===== config.mk =====
export PLATFORM = sky130hd
export DESIGN_NAME = hanoi_move_sequencer
export DESIGN_NICKNAME = d
export VERILOG_FILES = /design/src/rtl/hanoi_pkg.sv /design/src/rtl/hanoi_move_gen.sv /design/src/rtl/hanoi_move_sequencer.sv
export SDC_FILE = /design/constraint.sdc
export NUM_CORES = 1
export LEC_CHECK = 0
export BUFFER_PORTS_ARGS = -buffer_cell sky130_fd_sc_hd__buf_2
export CORE_MARGIN = 1.5
export CORE_UTILIZATION = 55
export CTS_CLUSTER_DIAMETER = 60
export DETAILED_ROUTE_END_ITERATION = 8
export PLACE_DENSITY = 0.78
export REMOVE_ABC_BUFFERS = 1
export SLEW_MARGIN = 20
export SYNTH_ARGS = -nofsm -noshare
export SYNTH_HDL_FRONTEND = slang
export SYNTH_SLANG_ARGS = --single-unit
export TNS_END_PERCENT = 50

===== constraint.sdc =====
create_clock -name clk_i -period 4.4 [get_ports clk_i]
set_clock_uncertainty 0.15 [all_clocks]
set_input_delay 0.66 -clock clk_i [delete_from_list [all_inputs] [get_ports clk_i]]
set_output_delay 0.66 -clock clk_i [all_outputs]
set_load 0.005 [all_outputs]

===== src/rtl/hanoi_pkg.sv =====
// hanoi_pkg: shared types and helpers for the Tower of Hanoi move sequencer.
//   state_e        - sequencer FSM states
//   ROD_INVALID    - out-of-range rod index driven when no move is issued
//   mod3()         - modulo-3 reduction of a zero-extended move-arithmetic operand
//   natural_target - rod the closed-form sequence lands on without relabelling
package hanoi_pkg;

    typedef enum logic [1:0] {
        StIdle,
        StInit,
        StMove,
        StDone
    } state_e;

    localparam logic [1:0] ROD_INVALID = 2'b11;

    // Widest move operand: N+1 bits with N <= 15.
    localparam int unsigned OPW = 16;

    function automatic logic [1:0] mod3(input logic [OPW-1:0] x);
        return 2'(x % OPW'(3));
    endfunction

    // Closed-form sequence ends on rod 1 for even N and rod 2 for odd N.
    function automatic int unsigned natural_target(input int unsigned n);
        return ((n % 2) == 0) ? 1 : 2;
    endfunction

endpackage


===== src/rtl/hanoi_move_gen.sv =====
// hanoi_move_gen: combinational map from move index k to the (from, to) rod pair.
//   k_i    - 1-based move index (N bits)
//   from_o - source rod
//   to_o   - destination rod
// Rods 1 and 2 are relabelled when TARGET_ROD differs from the natural destination.
module hanoi_move_gen
    import hanoi_pkg::*;
#(
    parameter int unsigned NUMBER_OF_DISKS = 4,
    parameter int unsigned TARGET_ROD      = 1
) (
    input  logic [NUMBER_OF_DISKS-1:0] k_i,
    output logic [1:0]                 from_o,
    output logic [1:0]                 to_o
);

    localparam int unsigned W    = NUMBER_OF_DISKS + 1;
    localparam bit          Swap = (TARGET_ROD != natural_target(NUMBER_OF_DISKS));

    function automatic logic [1:0] swap12(input logic [1:0] r);
        unique case (r)
            2'd1:    return 2'd2;
            2'd2:    return 2'd1;
            default: return r;
        endcase
    endfunction

    logic [W-1:0] k_ext;
    logic [W-1:0] k_m1;
    logic [1:0]   f_raw;
    logic [1:0]   t_raw;

    always_comb begin
        k_ext = {1'b0, k_i};
        k_m1  = k_ext - W'(1);
        // The extra bit keeps (k | (k-1)) + 1 = 2^N from wrapping on the last move.
        f_raw = mod3(OPW'(k_ext & k_m1));
        t_raw = mod3(OPW'((k_ext | k_m1) + W'(1)));
        from_o = Swap ? swap12(f_raw) : f_raw;
        to_o   = Swap ? swap12(t_raw) : t_raw;
    end

endmodule


===== src/rtl/hanoi_move_sequencer.sv =====
// hanoi_move_sequencer: drives move_disk through an optimal 2^N-1 move solution.
//   clk_i        - clock, rising edge
//   rst_ni       - synchronous active-low reset
//   start_i      - begin (or restart) a solve; honoured in IDLE and DONE
//   hold_i       - stall issue while in MOVE
//   step_req_i   - (HANOI_SINGLE_STEP_EN only) issue at most one move per high cycle
//   dp_rst_o     - one-cycle reset strobe to move_disk
//   from_rod_o   - source rod, all-ones when no move
//   to_rod_o     - destination rod, all-ones when no move
//   move_valid_o - rod outputs carry a real move this cycle
//   move_cnt_o   - current / last issued move index (1-based)
//   busy_o       - in INIT or MOVE
//   done_o       - in DONE (sticky until restart)
// Optional feature macro: HANOI_SINGLE_STEP_EN.
module hanoi_move_sequencer
    import hanoi_pkg::*;
#(
    parameter int unsigned NUMBER_OF_RODS  = 3,
    parameter int unsigned NUMBER_OF_DISKS = 4,
    parameter int unsigned TARGET_ROD      = 1
) (
    input  logic                              clk_i,
    input  logic                              rst_ni,
    input  logic                              start_i,
    input  logic                              hold_i,
`ifdef HANOI_SINGLE_STEP_EN
    input  logic                              step_req_i,
`endif
    output logic                              dp_rst_o,
    output logic [$clog2(NUMBER_OF_RODS)-1:0] from_rod_o,
    output logic [$clog2(NUMBER_OF_RODS)-1:0] to_rod_o,
    output logic                              move_valid_o,
    output logic [NUMBER_OF_DISKS-1:0]        move_cnt_o,
    output logic                              busy_o,
    output logic                              done_o
);

    if (NUMBER_OF_RODS != 3) begin : g_err_rods
        $error("hanoi_move_sequencer: NUMBER_OF_RODS must be 3");
    end
    if (NUMBER_OF_DISKS < 1 || NUMBER_OF_DISKS > 15) begin : g_err_disks
        $error("hanoi_move_sequencer: NUMBER_OF_DISKS must be 1..15");
    end
    if (TARGET_ROD != 1 && TARGET_ROD != 2) begin : g_err_target
        $error("hanoi_move_sequencer: TARGET_ROD must be 1 or 2");
    end

    localparam logic [NUMBER_OF_DISKS-1:0] LastK    = '1;
    localparam logic [NUMBER_OF_DISKS-1:0] FirstK   = NUMBER_OF_DISKS'(1);

    state_e                     state_q, state_d;
    logic [NUMBER_OF_DISKS-1:0] cnt_q, cnt_d;
    logic                       step_ok;
    logic                       issue;
    logic [1:0]                 gen_from;
    logic [1:0]                 gen_to;

`ifdef HANOI_SINGLE_STEP_EN
    assign step_ok = step_req_i;
`else
    assign step_ok = 1'b1;
`endif

    assign issue = (state_q == StMove) && !hold_i && step_ok;

    hanoi_move_gen #(
        .NUMBER_OF_DISKS(NUMBER_OF_DISKS),
        .TARGET_ROD     (TARGET_ROD)
    ) u_move_gen (
        .k_i   (cnt_q),
        .from_o(gen_from),
        .to_o  (gen_to)
    );

    always_ff @(posedge clk_i) begin
        if (!rst_ni) begin
            state_q <= StIdle;
            cnt_q   <= '0;
        end else begin
            state_q <= state_d;
            cnt_q   <= cnt_d;
        end
    end

    always_comb begin
        state_d = state_q;
        cnt_d   = cnt_q;
        unique case (state_q)
            StIdle, StDone: begin
                if (start_i) begin
                    state_d = StInit;
                    cnt_d   = FirstK;
                end
            end
            StInit: state_d = StMove;
            StMove: begin
                if (issue) begin
                    if (cnt_q == LastK) begin
                        state_d = StDone;
                    end else begin
                        cnt_d = cnt_q + FirstK;
                    end
                end
            end
            default: state_d = StIdle;
        endcase
    end

    always_comb begin
        dp_rst_o     = (state_q == StInit);
        busy_o       = (state_q == StInit) || (state_q == StMove);
        done_o       = (state_q == StDone);
        move_valid_o = issue;
        move_cnt_o   = cnt_q;
        from_rod_o   = issue ? gen_from : ROD_INVALID;
        to_rod_o     = issue ? gen_to : ROD_INVALID;
    end

endmodule


======== After elaboration in Yosys (flattened, before gate mapping) ========
Index checks and enable logic that the tools add are counted.
word-level totals
  output and inout bits ................... 12
  logic and storage cells ................. 35
  bits of input ports ..................... 4
  register bits after elaboration ......... 6
operators by class
  bitwise gates (word level) .............. 2
  equality and inequality tests ........... 8
  div/mod/pow operators ................... 2
  mux-type cells .......................... 10
  reduce and logical (&&, ||, !) cells .... 8
  add/sub/neg operators ................... 3
operators with widths
  kind                                                                       number
  16-bit by 2-bit remainder unit with 16-bit output (second input constant)  2
  16-bit by 1-bit adder with 16-bit output (second input constant)           1
  4-bit two-way mux                                                          3
  2-bit two-way mux                                                          5
  4-bit one-hot mux with 2 select lines                                      1
  2-bit inequality test (second input constant)                              3
  2-bit one-hot mux with 3 select lines                                      1
  4-bit by 5-bit AND with 5-bit output                                       1
  4-bit by 5-bit bitwise OR with 5-bit output                                1
  4-bit by 1-bit subtractor with 5-bit output (second input constant)        1
  4-bit by 1-bit adder with 4-bit output (second input constant)             1
  2-bit equality test (second input constant)                                2
  4-bit equality test (second input constant)                                1
  4-bit AND reduction                                                        1
  3-bit AND reduction                                                        1
  2-bit by 1-bit equality test with 1-bit output (second input constant)     1
  2-bit zero test                                                            1
  2-bit by 1-bit inequality test with 1-bit output (second input constant)   1
  2-bit nonzero test                                                         1
  2-bit OR reduction                                                         1
  1-bit logical AND                                                          1
  1-bit zero test                                                            1
  1-bit logical OR                                                           1

======== Longest topological paths before layout ========
  depth after elaboration ................. 5
  depth in mapped cells ................... 15
  depth with buffers taken out ............ 14

======== By module ========
A second synthesis with hierarchy kept.
unflattened totals
  cell total of the unflattened synthesis .. 100
  area, all modules ....................... 847.1 µm²
modules (own cells, without submodules)
  module                cells an instance  times used  area an instance (µm²)  seq. area each (µm²)
  hanoi_move_sequencer  51                 1           440.4                   120.1
  hanoi_move_gen        49                 1           406.6                   0.0

======== Worst setup path before layout ========
OpenSTA, ideal clock, no wires.
  path kind ............................... reg-to-output
  start point ............................. reg cnt_q[1] (netlist: move_cnt_o[1])
  end point ............................... out to_rod_o[1]
  buffers on the path ..................... 1
  stages on the path, launching flop included .. 15
  setup slack ............................. 286 ps
  arrival time ............................ 3,304 ps
  data required time ...................... 3,590 ps
  cells stage by stage .................... dfxtp_1 > buf_2 > inv_1 > ha_1 > nor4_1 > a211oi_1 > ha_1 > nand2_1 > and4_1 > o21ai_0 > o31ai_1 > ha_1 > o21bai_1 > o41a_1 > a2111o_1
between the ends
  longest elaborated chain between the ends .. 5
RTL lines
  what                                                 RTL line                     text
  start, declared                                      hanoi_move_sequencer.sv:52   logic [NUMBER_OF_DISKS-1:0] cnt_q, cnt_d;
  start signal, assigned                               hanoi_move_sequencer.sv:81   cnt_q <= cnt_d;
  4-bit by 1-bit subtractor with 5-bit output          hanoi_move_gen.sv:35         k_m1 = k_ext - W'(1);
  4-bit by 5-bit bitwise OR with 5-bit output *        hanoi_move_gen.sv:38         t_raw = mod3(OPW'((k_ext | k_m1) + W'(1)));
  16-bit by 1-bit adder with 16-bit output *           hanoi_move_gen.sv:38
  16-bit by 2-bit remainder unit with 16-bit output *  hanoi_pkg.sv:21              return 2'(x % OPW'(3));
  2-bit two-way mux *                                  hanoi_move_sequencer.sv:116  to_rod_o = issue ? gen_to : ROD_INVALID;
  end, declared                                        hanoi_move_sequencer.sv:31   output logic [$clog2(NUMBER_OF_RODS)-1:0] to_rod_o,
Mark *: on every way between the ends. The rest lies on a longest branch, timed or not.

======== Worst setup path in the final report ========
  start point ............................. reg cnt_q[0] (netlist: move_cnt_o[0])
  end point ............................... out to_rod_o[1]
The elaborated chain is that of the path after synthesis.

==> results_dict.tcl <==
set metrics [dict create \
    fp.dieW_microns 45.2 \
    power_uw 943 \
    path_class "flop to primary output" \
    regArea_sq_um 120 \
    gp_congestion 0.923 \
    cap_violations 0 \
    coreArea_sq_um 1690 \
    grt_pass1_wl_microns 3700 \
    dr.pass1.iters 4 \
    drc 0 \
    post_cts_buffers 0 \
    hold_viol 0 \
    syn_area_sq_um 977 \
    yosys-top-cells-area "ha_1, dfxtp_1, nor2_1" \
    cts_buffers 3 \
    synth-edff-count 0 \
    end_kind "primary output" \
    cp.arrival_ns 3.46 \
    yosys_warnings 0 \
    dp_hpwl_microns 1840 \
    synth_top_cell_by_area "ha_1" \
    drt_iter0_markers 12 \
    final_area_sq_um 1130 \
    routed_wl_microns 2200 \
    p_per_area_nw_per_um2 831 \
    cts_sinks 6 \
    grt_usage 0.240 \
    vias_per_cell 6.25 \
    finalSetupTns_ns 0 \
    grt_max_degree 15 \
    fp.dieH_microns 45.2 \
    hold_path.class "flop to flop" \
    grt_pass1_vias 938 \
    via_count 1032 \
    syn_inst 129 \
    final_max_slew_viol_count 0 \
    rsz0062_at_grt "false" \
    fillCellCount 134 \
    status "finished, final reports clean" \
    h-tree-depth 1 \
    antenna_found_initial 0 \
    rows 15 \
    ir_worst_vdd_mv 0.463 \
    nets 168 \
    synth-main-ff-cell "dfxtp_1" \
    cts_tree "built" \
    synth_top_area_share 0.179 \
    ant_nets 0 \
    cts_buffer_depth 2 \
    ys_ff_latch 6 \
    fin_crit_ns 4.27 \
    yosysUniqueCellTypes 46 \
    relSlewSlack 0.590 \
    setup_viol 0 \
    root_buffer "clkbuf_4" \
    p_leak_uw 0.000472 \
    tightest_slew_ns 0.599 \
    antenna_cells 0 \
    initial_core_util 0.579 \
    place.port_buffers 15 \
    fin_crit_sh 0.970 \
    syn-mean-instance-area_sq_um 7.58 \
    crit_fanout 6 \
    syn_to_final_growth_pct 16.1 \
    clock.fmax_mhz 234 \
    worstPathRequired_ns 3.59 \
    overflow 0 \
    ios 16 \
    wl_per_cell_microns 13.3 \
    synth_seq_area_share 0.123 \
    placed_cell_area_sq_um 1080 \
    drive_above_1_share 0.236 \
    clk-insertion-delay-late_ns 0.24 \
    path_clk_slew_ns 0.04 \
    dieArea_sq_um 2040 \
    multi_input_area_sq_um 813 \
    start_kind "flop" \
    ys_async_sr_fraction 0 \
]
==> cells by family (layout without fill, tap and decap cells) <==
family	Yosys count	count (layout)	share of synthesized area
and+or+nand+nor	54	54	0.310
AOI/OAI and AO/OA	34	34	0.277
buffers and inverters	17	36	0.0755
adders and majority gates	14	14	0.179
DFF	6	6	0.123
xor gates and xnor gates	4	4	0.0359
==> state kept, by name, indices dropped and copies added, names as in the netlist <==
name,flops
state_q,2
move_cnt_o,4
==> cell type report <==
| cell class | count | share of cell area |
|---|---|---|
| Clock buffer | 3 | 0.0198 |
| Timing Repair Buffer | 19 | 0.0926 |
| Tap cell | 17 | 0.0187 |
| Multi-Input combinational cell | 106 | 0.717 |
| Inverter | 14 | 0.0463 |
| Sequential cell | 6 | 0.106 |
==> synth_stat cells, drive strengths merged, types with 2 or more instances <==
library cell and n:
or2 2, o21ai 3, nor4 3, inv 14
ha 14, nor2 16, nor4b 2, nand2b 3
xnor2 2, nand2 8, nand3 4, o211ai 3
nand4 2, a211oi 5, nor3b 2, and2 2
a21oi 6, nor2b 3, buf 3, nor3 2
xor2 2, dfxtp 6, a2111o 2
==> critical path, cell delays in order, from the launching register on <==
cell,delay [ns]
dfxtp_1,0.41
inv_2,0.08
ha_4,0.18
or2_2,0.30
inv_1,0.12
ha_1,0.32
or3_1,0.44
o31ai_2,0.30
ha_2,0.27
o21bai_1,0.16
nor4b_1,0.09
a2111o_1,0.41
buf_2,0.13
==> stage by stage <==
| step | util | hold slack (ns) | std cells | setup WS, ns |
|---|---|---|---|---|
| after detailed placement | 0.641 | 0.379 | 162 | 0.199 |
| final | 0.672 | 0.382 | 165 | 0.133 |
| after floorplan | - | 0.358 | 126 | 0.281 |
| after global placement | 0.641 | 0.378 | 162 | 0.313 |
| after CTS | 0.656 | 0.385 | 165 | 0.0209 |
| after global routing | 0.672 | 0.430 | 165 | 0.00383 |
==> repair_timing <==
| action | CTS | global route |
|---|---|---|
| pin swaps | 0 | 1 |
| hold buffers | 0 | 0 |
| setup endpoints to repair | 1 | 1 |
| gates resized for setup | 2 | 7 |
==> routing by layer <==
| layer | wire length, microns | track usage | vias up |
|---|---|---|---|
| met2 | 1060 | 0.409 | 26 |
| li1 | - | - | 515 |
| met1 | 1010 | 0.296 | 484 |
| met4 | 51 | 0.100 | 0 |
| met5 | 0 | 0 | - |
| met3 | 75 | 0.0400 | 7 |
==> path summary, 6_finish.rpt <==
kind                                     end  depth (start not counted)  slack [ns]                        from
hold reg to reg      state_q[1]$_SDFFE_PN0P_                          2        0.38     state_q[1]$_SDFFE_PN0P_
hold / removal       state_q[1]$_SDFFE_PN0P_                          2        0.38     state_q[1]$_SDFFE_PN0P_
setup reg to reg  move_cnt_o[3]$_SDFFE_PN0P_                          8        2.36     state_q[0]$_SDFFE_PN0P_
setup / recovery                 to_rod_o[1]                         12        0.13  move_cnt_o[0]$_SDFFE_PN0P_
==> power breakdown <==
group,switching (uW),leakage [uW],internal [uW]
sequential,18.4,0.0000493,70.8
clock,19.9,0.0000138,30.9
combinational,453,0.000409,350
total,492,0.000472,452
==> cells in the final DEF (no fill, tap or decap), drive strengths merged, types with 3 or more instances in the layout <==
cell,instances
dfxtp,6
clkbuf,3
buf,19
inv,14
a21oi,6
nand3,4
a211oi,5
o211ai,3
ha,14
o21ai,3
nand2,8
nor4,3
nor2,16
nand2b,3
nor2b,3
No activity file was read; power rests on OpenSTA's default activity.
